==> config.mk <==
export PLATFORM = sky130hd
export DESIGN_NAME = ic_regmux
export DESIGN_NICKNAME = d
export VERILOG_FILES = /design/src/rtl/ic_regmux_pkg.sv /design/src/rtl/ic_regmux_sel_counter.sv /design/src/rtl/ic_regmux.sv
export SDC_FILE = /design/constraint.sdc
export NUM_CORES = 1
export LEC_CHECK = 0
export CORE_MARGIN = 2
export CORE_UTILIZATION = 37
export CTS_BUF_LIST = sky130_fd_sc_hd__clkbuf_4
export CTS_CLUSTER_DIAMETER = 50
export DETAILED_ROUTE_END_ITERATION = 10
export PLACE_DENSITY = 0.75
export SYNTH_ARGS = -nofsm -noshare
export SYNTH_HDL_FRONTEND = slang
export SYNTH_SLANG_ARGS = --single-unit
==> constraint.sdc <==
create_clock -name clock -period 1.53 [get_ports clock]
set_input_delay 0.3825 -clock clock [delete_from_list [all_inputs] [get_ports clock]]
set_output_delay 0.3825 -clock clock [all_outputs]
set_load 0.01 [all_outputs]
==> src/rtl/ic_regmux_pkg.sv <==
// Shared types and helpers for the registered N-channel multiplexer (ic_regmux).
// Used by the RTL and the bench so the select-update priority has one vocabulary.
package ic_regmux_pkg;

   // Which rule updates the select register on a given edge, highest priority first.
   typedef enum logic [1:0] {
      SEL_RESET = 2'd0,
      SEL_LOAD  = 2'd1,
      SEL_SCAN  = 2'd2,
      SEL_HOLD  = 2'd3
   } sel_decision_e;

   function automatic int sel_width(input int channels);
      int w;
      w = $clog2(channels);
      return (w < 32'sd1) ? 32'sd1 : w;
   endfunction

endpackage

==> src/rtl/ic_regmux_sel_counter.sv <==
// Select register for ic_regmux with scan increment and a one-cycle wrap pulse.
// Only instantiated when IC_REGMUX_SCAN_EN is defined.
module ic_regmux_sel_counter
   import ic_regmux_pkg::*;
#(
   parameter int CHANNELS = 8,
   parameter int SEL_W    = sel_width(CHANNELS)
) (
   input  logic             clock,
   input  logic             reset_n,
   input  logic [SEL_W-1:0] sel_in,
   input  logic             sel_load,
   input  logic             scan,
   output logic [SEL_W-1:0] sel,
   output logic             wrap
);

   localparam int               LAST_I = CHANNELS - 1;
   localparam logic [SEL_W-1:0] LAST_C = LAST_I[SEL_W-1:0];

   sel_decision_e    decision_s;
   logic [SEL_W-1:0] sel_r;
   logic [SEL_W-1:0] sel_next_s;
   logic             wrap_r;
   logic             wrap_next_s;

   // Resolve which update rule applies this edge.
   always_comb begin
      decision_s = SEL_HOLD;
      if (!reset_n) begin
         decision_s = SEL_RESET;
      end else if (sel_load) begin
         decision_s = SEL_LOAD;
      end else if (scan) begin
         decision_s = SEL_SCAN;
      end else begin
         decision_s = SEL_HOLD;
      end
   end

   // Next select value; anything at or past the last channel scans back to 0 and flags wrap.
   always_comb begin
      sel_next_s  = sel_r;
      wrap_next_s = 1'b0;
      case (decision_s)
         SEL_RESET: begin
            sel_next_s  = '0;
            wrap_next_s = 1'b0;
         end
         SEL_LOAD: begin
            sel_next_s  = sel_in;
            wrap_next_s = 1'b0;
         end
         SEL_SCAN: begin
            if (sel_r < LAST_C) begin
               sel_next_s  = sel_r + SEL_W'(1'b1);
               wrap_next_s = 1'b0;
            end else begin
               sel_next_s  = '0;
               wrap_next_s = 1'b1;
            end
         end
         SEL_HOLD: begin
            sel_next_s  = sel_r;
            wrap_next_s = 1'b0;
         end
         default: begin
            sel_next_s  = '0;
            wrap_next_s = 1'b0;
         end
      endcase
   end

   // Select and wrap state.
   always_ff @(posedge clock) begin
      if (!reset_n) begin
         sel_r  <= '0;
         wrap_r <= 1'b0;
      end else begin
         sel_r  <= sel_next_s;
         wrap_r <= wrap_next_s;
      end
   end

   assign sel  = sel_r;
   assign wrap = wrap_r;

endmodule

==> src/rtl/ic_regmux.sv <==
// Registered N-channel multiplexer: data and select registers, gated output forced low when disabled.
// Optional scan counter with wrap pulse is compiled in with IC_REGMUX_SCAN_EN.
module ic_regmux
   import ic_regmux_pkg::*;
#(
   parameter  int WIDTH    = 1,
   parameter  int CHANNELS = 8,
   localparam int SEL_W    = sel_width(CHANNELS)
) (
   input  logic                      clock,
   input  logic                      reset_n,
   input  logic [CHANNELS*WIDTH-1:0] inputs,
   input  logic                      data_load,
   input  logic [SEL_W-1:0]          sel_in,
   input  logic                      sel_load,
   input  logic                      scan,
   input  logic                      enable_n,
   output logic [WIDTH-1:0]          out,
   output logic [WIDTH-1:0]          out_n,
   output logic [SEL_W-1:0]          sel_out,
   output logic                      wrap
);

   logic [CHANNELS-1:0][WIDTH-1:0] data_r;
   logic [SEL_W-1:0]               sel_s;
   logic                           wrap_s;
   logic [WIDTH-1:0]               out_s;

   // Data register captures every channel at once.
   always_ff @(posedge clock) begin
      if (!reset_n) begin
         data_r <= '0;
      end else if (data_load) begin
         data_r <= inputs;
      end else begin
         data_r <= data_r;
      end
   end

`ifdef IC_REGMUX_SCAN_EN
   ic_regmux_sel_counter #(
      .CHANNELS (CHANNELS),
      .SEL_W    (SEL_W)
   ) u_sel_counter (
      .clock    (clock),
      .reset_n  (reset_n),
      .sel_in   (sel_in),
      .sel_load (sel_load),
      .scan     (scan),
      .sel      (sel_s),
      .wrap     (wrap_s)
   );
`else
   sel_decision_e    decision_s;
   logic [SEL_W-1:0] sel_r;
   logic             unused_scan_s;

   assign unused_scan_s = scan;
   assign wrap_s        = 1'b0;
   assign sel_s         = sel_r;

   // Without scanning only reset and sel_load move the select register.
   always_comb begin
      decision_s = SEL_HOLD;
      if (!reset_n) begin
         decision_s = SEL_RESET;
      end else if (sel_load) begin
         decision_s = SEL_LOAD;
      end else begin
         decision_s = SEL_HOLD;
      end
   end

   // Plain load register for the select value.
   always_ff @(posedge clock) begin
      case (decision_s)
         SEL_RESET: sel_r <= '0;
         SEL_LOAD:  sel_r <= sel_in;
         SEL_HOLD:  sel_r <= sel_r;
         default:   sel_r <= '0;
      endcase
   end
`endif

   // Output mux; out-of-range select values match no channel and read as 0.
   always_comb begin
      out_s = '0;
      if (!enable_n) begin
         for (int k = 0; k < CHANNELS; k++) begin
            if (sel_s == k[SEL_W-1:0]) begin
               out_s = data_r[k];
            end else begin
               out_s = out_s;
            end
         end
      end else begin
         out_s = '0;
      end
   end

   assign out     = out_s;
   assign out_n   = ~out_s;
   assign sel_out = sel_s;
   assign wrap    = wrap_s;

endmodule

Yosys cells after proc, flatten, opt, wreduce, memory -nomap -nowiden. Index checks and enable logic that the tools add are counted.

Register bits: 11. Bits of input ports: 17. Output and inout bits: 6.

Eq/ne operators: 9. Multiplexer cells: 12. Bitwise operators: 1. Reductions and logical operators: 1.

Operators by type and width (number): 3-bit == test (second input constant) (4); 1-bit two-way mux (9); 3-bit by 2-bit == test with 1-bit output (second input constant) (2); 3-bit one-hot mux with 2 select lines (1); 2-bit two-way mux (2); 3-bit by 1-bit == test with 1-bit output (second input constant) (1); 3-bit zero test (1); 2-bit by 1-bit == test with 1-bit output (second input constant) (1); 2-bit == test (second input constant) (1); 1-bit NOT (1).

Logic depth before layout (Yosys ltp).
Depth after elaboration: 11. Mapped depth: 3. Mapped depth without buffers: 3.

Least setup slack after synthesis. OpenSTA, ideal clock, no wires.

Path kind: flip-flop to output port. Start: register sel_r[1] (netlist: sel_out[1]). End: output out. Arrival time: 1250 ps. Slack: -102 ps. Cell stages (with the launch flop): 4. Buffers on the path: 0. Path through: edfxtp_1 -> mux4_2 -> nand2b_4 -> and3_1.

Cells in the longest elaborated chain, start to end: 10. Elaborated cells on any way between the ends: 17. Classes of those cells: eq/ne (7); mux (9); reduce/logical (1).

Ends and longest elaborated chain: start: declaration (line ic_regmux.sv:55) `logic [SEL_W-1:0] sel_r;`; start signal: assignment (line ic_regmux.sv:78) `SEL_LOAD: sel_r <= sel_in;`; start signal: assignment (line ic_regmux.sv:79) `SEL_HOLD: sel_r <= sel_r;`; 3-bit zero test (line ic_regmux.sv:90) `if (sel_s == k[SEL_W-1:0]) begin`; 1-bit two-way mux (7 in series) (line ic_regmux.sv:90); 1-bit two-way mux * (line ic_regmux.sv:90); 1-bit two-way mux * (line ic_regmux.sv:88) `if (!enable_n) begin`; end: declaration (line ic_regmux.sv:18) `output logic [WIDTH-1:0] out,`.

Mark *: on every way between the ends. The rest lies on a longest branch, timed or not.

Final worst setup path. Ends and elaborated chain as after synthesis.

==> results <==
- The flow ran to the end, but the final reports show violations.
- The final reports fail on negative setup slack.
- TritonCTS built the clock tree.
- The count of endpoints failing hold in the final timing report came to 0.
- In this run the worst setup path begins at sel_out[1]$_SDFFCE_PP0P_.
- The minimum clock period after layout is between 1.5 and 2 ns.
- The net count of the finished layout is 90.
- The post-synthesis register bit count is 11.
- In this run the power density over the cells is 861.4 mW/mm².
- The count of nets left with antenna violations once routing finished came out at 0.
- The xor/xnor cell area share of the yosys netlist is 0%.
- Setup repair after global routing could not meet its margin everywhere.
- The detailed-route wire length per cell is around 11 µm.
- The net count after synthesis is 61.
- The row count is 13.
- The worst hold path belongs to the class flop to flop.
- In this run the vertical extent of the chip is about 40 µm.
- Based on the critical path, the design can be clocked at up to around 520 MHz.
- The total area inside the core boundary comes to about 0.0013 mm².
- The floorplan step defined a die boundary enclosing 0.001689 mm².
- The cell count after placement is 82.
- The leakage power summed over all cells is 0.3538 nW.
- Dividing the detail-routed via count by the number of cells gives about 4.7.
- The first global-routing pass estimated 1.662 mm of wire.
- The total congestion overflow is 0.
- The area added between synthesis and finish is 57.25%.
- The main combinational cell family by area after synthesis is multiplexers.
- The final worst hold slack is between 0.5 and 0.6 ns.
- The number of clock buffers added by TritonCTS is 3.
- The startpoint identified for the worst hold timing path is data_r[1]$_SDFFE_PN0P_.
- Yosys printed 0 warnings.
- The fraction of layout cells with a size suffix above 1 is a little under a quarter.
- The final-report max-slew violation count is 0.
- 23 I/O pins were placed.
- Summing internal, switching and leakage power gives around 0.7 mW.
- Entering global routing, the biggest net connects 9 pins.
- The estimated wirelength of the detail-placed design is 791.9 µm.
- At the worst endpoint, the required time is approximately 1.2 ns.
- The start-to-end type of the worst setup path is flop to output port.
- The arithmetic-cell share of the synthesized area counting full adders, half adders and majority gates is 0%.
- The worst path uses 124.8% of the clock period.
- The count of antenna diodes in the layout is 0.
- The buffer cell driving the clock tree root is clkbuf_4.
- In this run the number of H-tree levels came out at 1.
- The netlist area before placement is just over 500 µm².
- The peak supply drop is 560.7 µV.
- Routability-driven placement finished with a final weighted congestion of 0.7258.
- The detailed router placed 412 vias in this run.
- In the layout the commonest cells are 15 x clkdlybuf4s50_1, 10 x mux2i_1, 8 x nor2b_1, 8 x dfxtp_1, 6 x buf_4.
- The largest driver fanout on the critical path is 2.
- Input and output buffers added on the ports amount to 20.
- The reg-to-reg startpoint is data_r[3]$_SDFFE_PN0P_.
- The maximum single-stage delay on the critical path is between 0.4 and 0.5 ns.
- Counting both buffers and inverters, the worst setup path holds a total of 1.
- The critical path's slowest cell is mux4_2.
- The synthesized area per cell is 11.57 µm².
- The number of global-route vias before repair was 407.
- The initial utilization of the core area, before any placement, comes to between 30% and 40%.
- Clock-pin slew was measured on the worst setup and hold paths at around 0.07 ns.
- Counting along the longest clock path gives a buffer depth of 2.
- The number of sinks handled by clock tree synthesis is 11.
- The data arrival at the endpoint of the critical path is roughly 1.5 ns.
- The startpoint kind of the worst setup timing path is a flop.
- The clock latency at the later pin of the worst-skew pair is about 0.26 ns.
- The capturing element type of the critical path is an output port.
- The number of DRC violations after detailed-routing iteration 0 is 6.
- For the final routed database, the setup TNS stands at -0.6889 ns.
- Setup violations remaining at the end of the flow were counted as 2.
- The synthesized netlist devotes 0.9828% of its cell area to compound gates.
- The initial antenna violation count is 0.
- The number of cells produced by synthesis is 44.
- Timing analysis after detailed placement gives a worst setup slack of -0.5162 ns.
- The finished layout holds between 80 and 90 standard cells, fillers aside.
- For this run, design rule violations remaining after detail routing come to 0.
- The number of hold buffers added after CTS was 0.
- The routed design has 980 µm of wire.
- The number of iterations in the first detailed-routing pass is 4.
- The setup slack of the critical path after layout is -0.3799 ns.
- The simple logic cell fraction of the synthesized area is between 20% and 30%.
- The portion of synthesized area spent on multiplexers is about a quarter.
- The total track usage is 15.77%.
- The number of fill cells is 122.
- In this run the horizontal extent of the chip is 41.10 µm.
- The distinct cell type count after synthesis is 16.
- The worst setup skew after layout is 0 ns.
- The critical path goes through mux4_2, nand2b_4, and3_4, buf_6.
- The most common library cell in the layout ignoring fill and taps is clkdlybuf4s50_1.
- The post-synthesis sequential area ratio is around half.
- The family of cells with the greatest summed delay on the critical path is multiplexers.
- Max-cap violations in this run came to 0.
==> cells in the mapped netlist <==
| cell | count | area share [%] |
|---|---|---|
| nor2_1 | 1 | 0.74 |
| nand2b_1 | 1 | 1.2 |
| buf_4 | 1 | 1.5 |
| a21oi_1 | 1 | 0.98 |
| conb_1 | 1 | 0.74 |
| clkbuf_1 | 1 | 0.74 |
| and3_1 | 4 | 4.9 |
| buf_2 | 1 | 0.98 |
| nand2b_4 | 1 | 2.7 |
| nand3_1 | 1 | 0.98 |
| mux2i_1 | 10 | 20 |
| nand3b_1 | 1 | 1.5 |
| nor2b_1 | 8 | 9.8 |
| mux4_2 | 1 | 4.4 |
| edfxtp_1 | 3 | 18 |
| dfxtp_1 | 8 | 31 |
==> repair_timing <==
item	4_1_cts	5_1_grt
buffers inserted	1	0
cloned	0	0
resized for setup	13	1
setup endpoints to repair	5	4
==> state kept, by name, summed over array words and instances (netlist names) <==
| register | count |
|---|---|
| data_r | 8 |
| sel_out | 3 |
==> through the flow <==
step / utilization, % / cell area, µm²
floorplan: - / 514.2
global placement: 59.52 / 774.5
detailed placement: 59.52 / 774.5
CTS: 61.92 / 805.8
global route: 61.54 / 800.8
finish: 61.54 / 800.8
==> where the power goes <==
| part | internal, mW | switching (mW) |
|---|---|---|
| Sequential | 0.319 | 0.0131 |
| Clock | 0.119 | 0.0934 |
| Combinational | 0.0987 | 0.0474 |
| Total | 0.536 | 0.154 |
==> worst min-delay path: stages (launching register included) <==
cell     delay, ns
dfxtp_1       0.33
mux2i_1       0.06
nor2b_1       0.10
==> final timing paths <==
kind | endpoint | slack, ns | cells after the start
worst max-delay path | out | -0.38 | 4
worst min-delay path | data_r[1]$_SDFFE_PN0P_ | 0.52 | 2
worst max register to register | data_r[3]$_SDFFE_PN0P_ | 0.81 | 3
worst min register to register | data_r[1]$_SDFFE_PN0P_ | 0.52 | 2
==> cells by family after synthesis <==
group | Yosys count
AND/OR/NAND/NOR | 17
multiplexers | 11
flip-flops | 11
buffers and inverters | 3
AO/OA/AOI/OAI | 1
other | 1
==> metal layers <==
layer	global-route usage (%)	routed length [µm]	up-vias	part of all wire [%]
met5	0	0	-	0
met4	9.677	4	0	0.41
met3	4.891	70	2	7.1
met2	26.17	466	17	48
met1	17.33	439	184	45
li1	-	-	209	-
==> layout make-up <==
class / count / area [µm²] / area share (%)
Multi-Input combinational cell: 30 / 247.7 / 30.94
Timing Repair Buffer: 27 / 254.0 / 31.72
Sequential cell: 11 / 250.2 / 31.25
Clock buffer: 4 / 30.03 / 3.750
Tap cell: 15 / 18.77 / 2.344
Power figures use the tool's default switching activity.
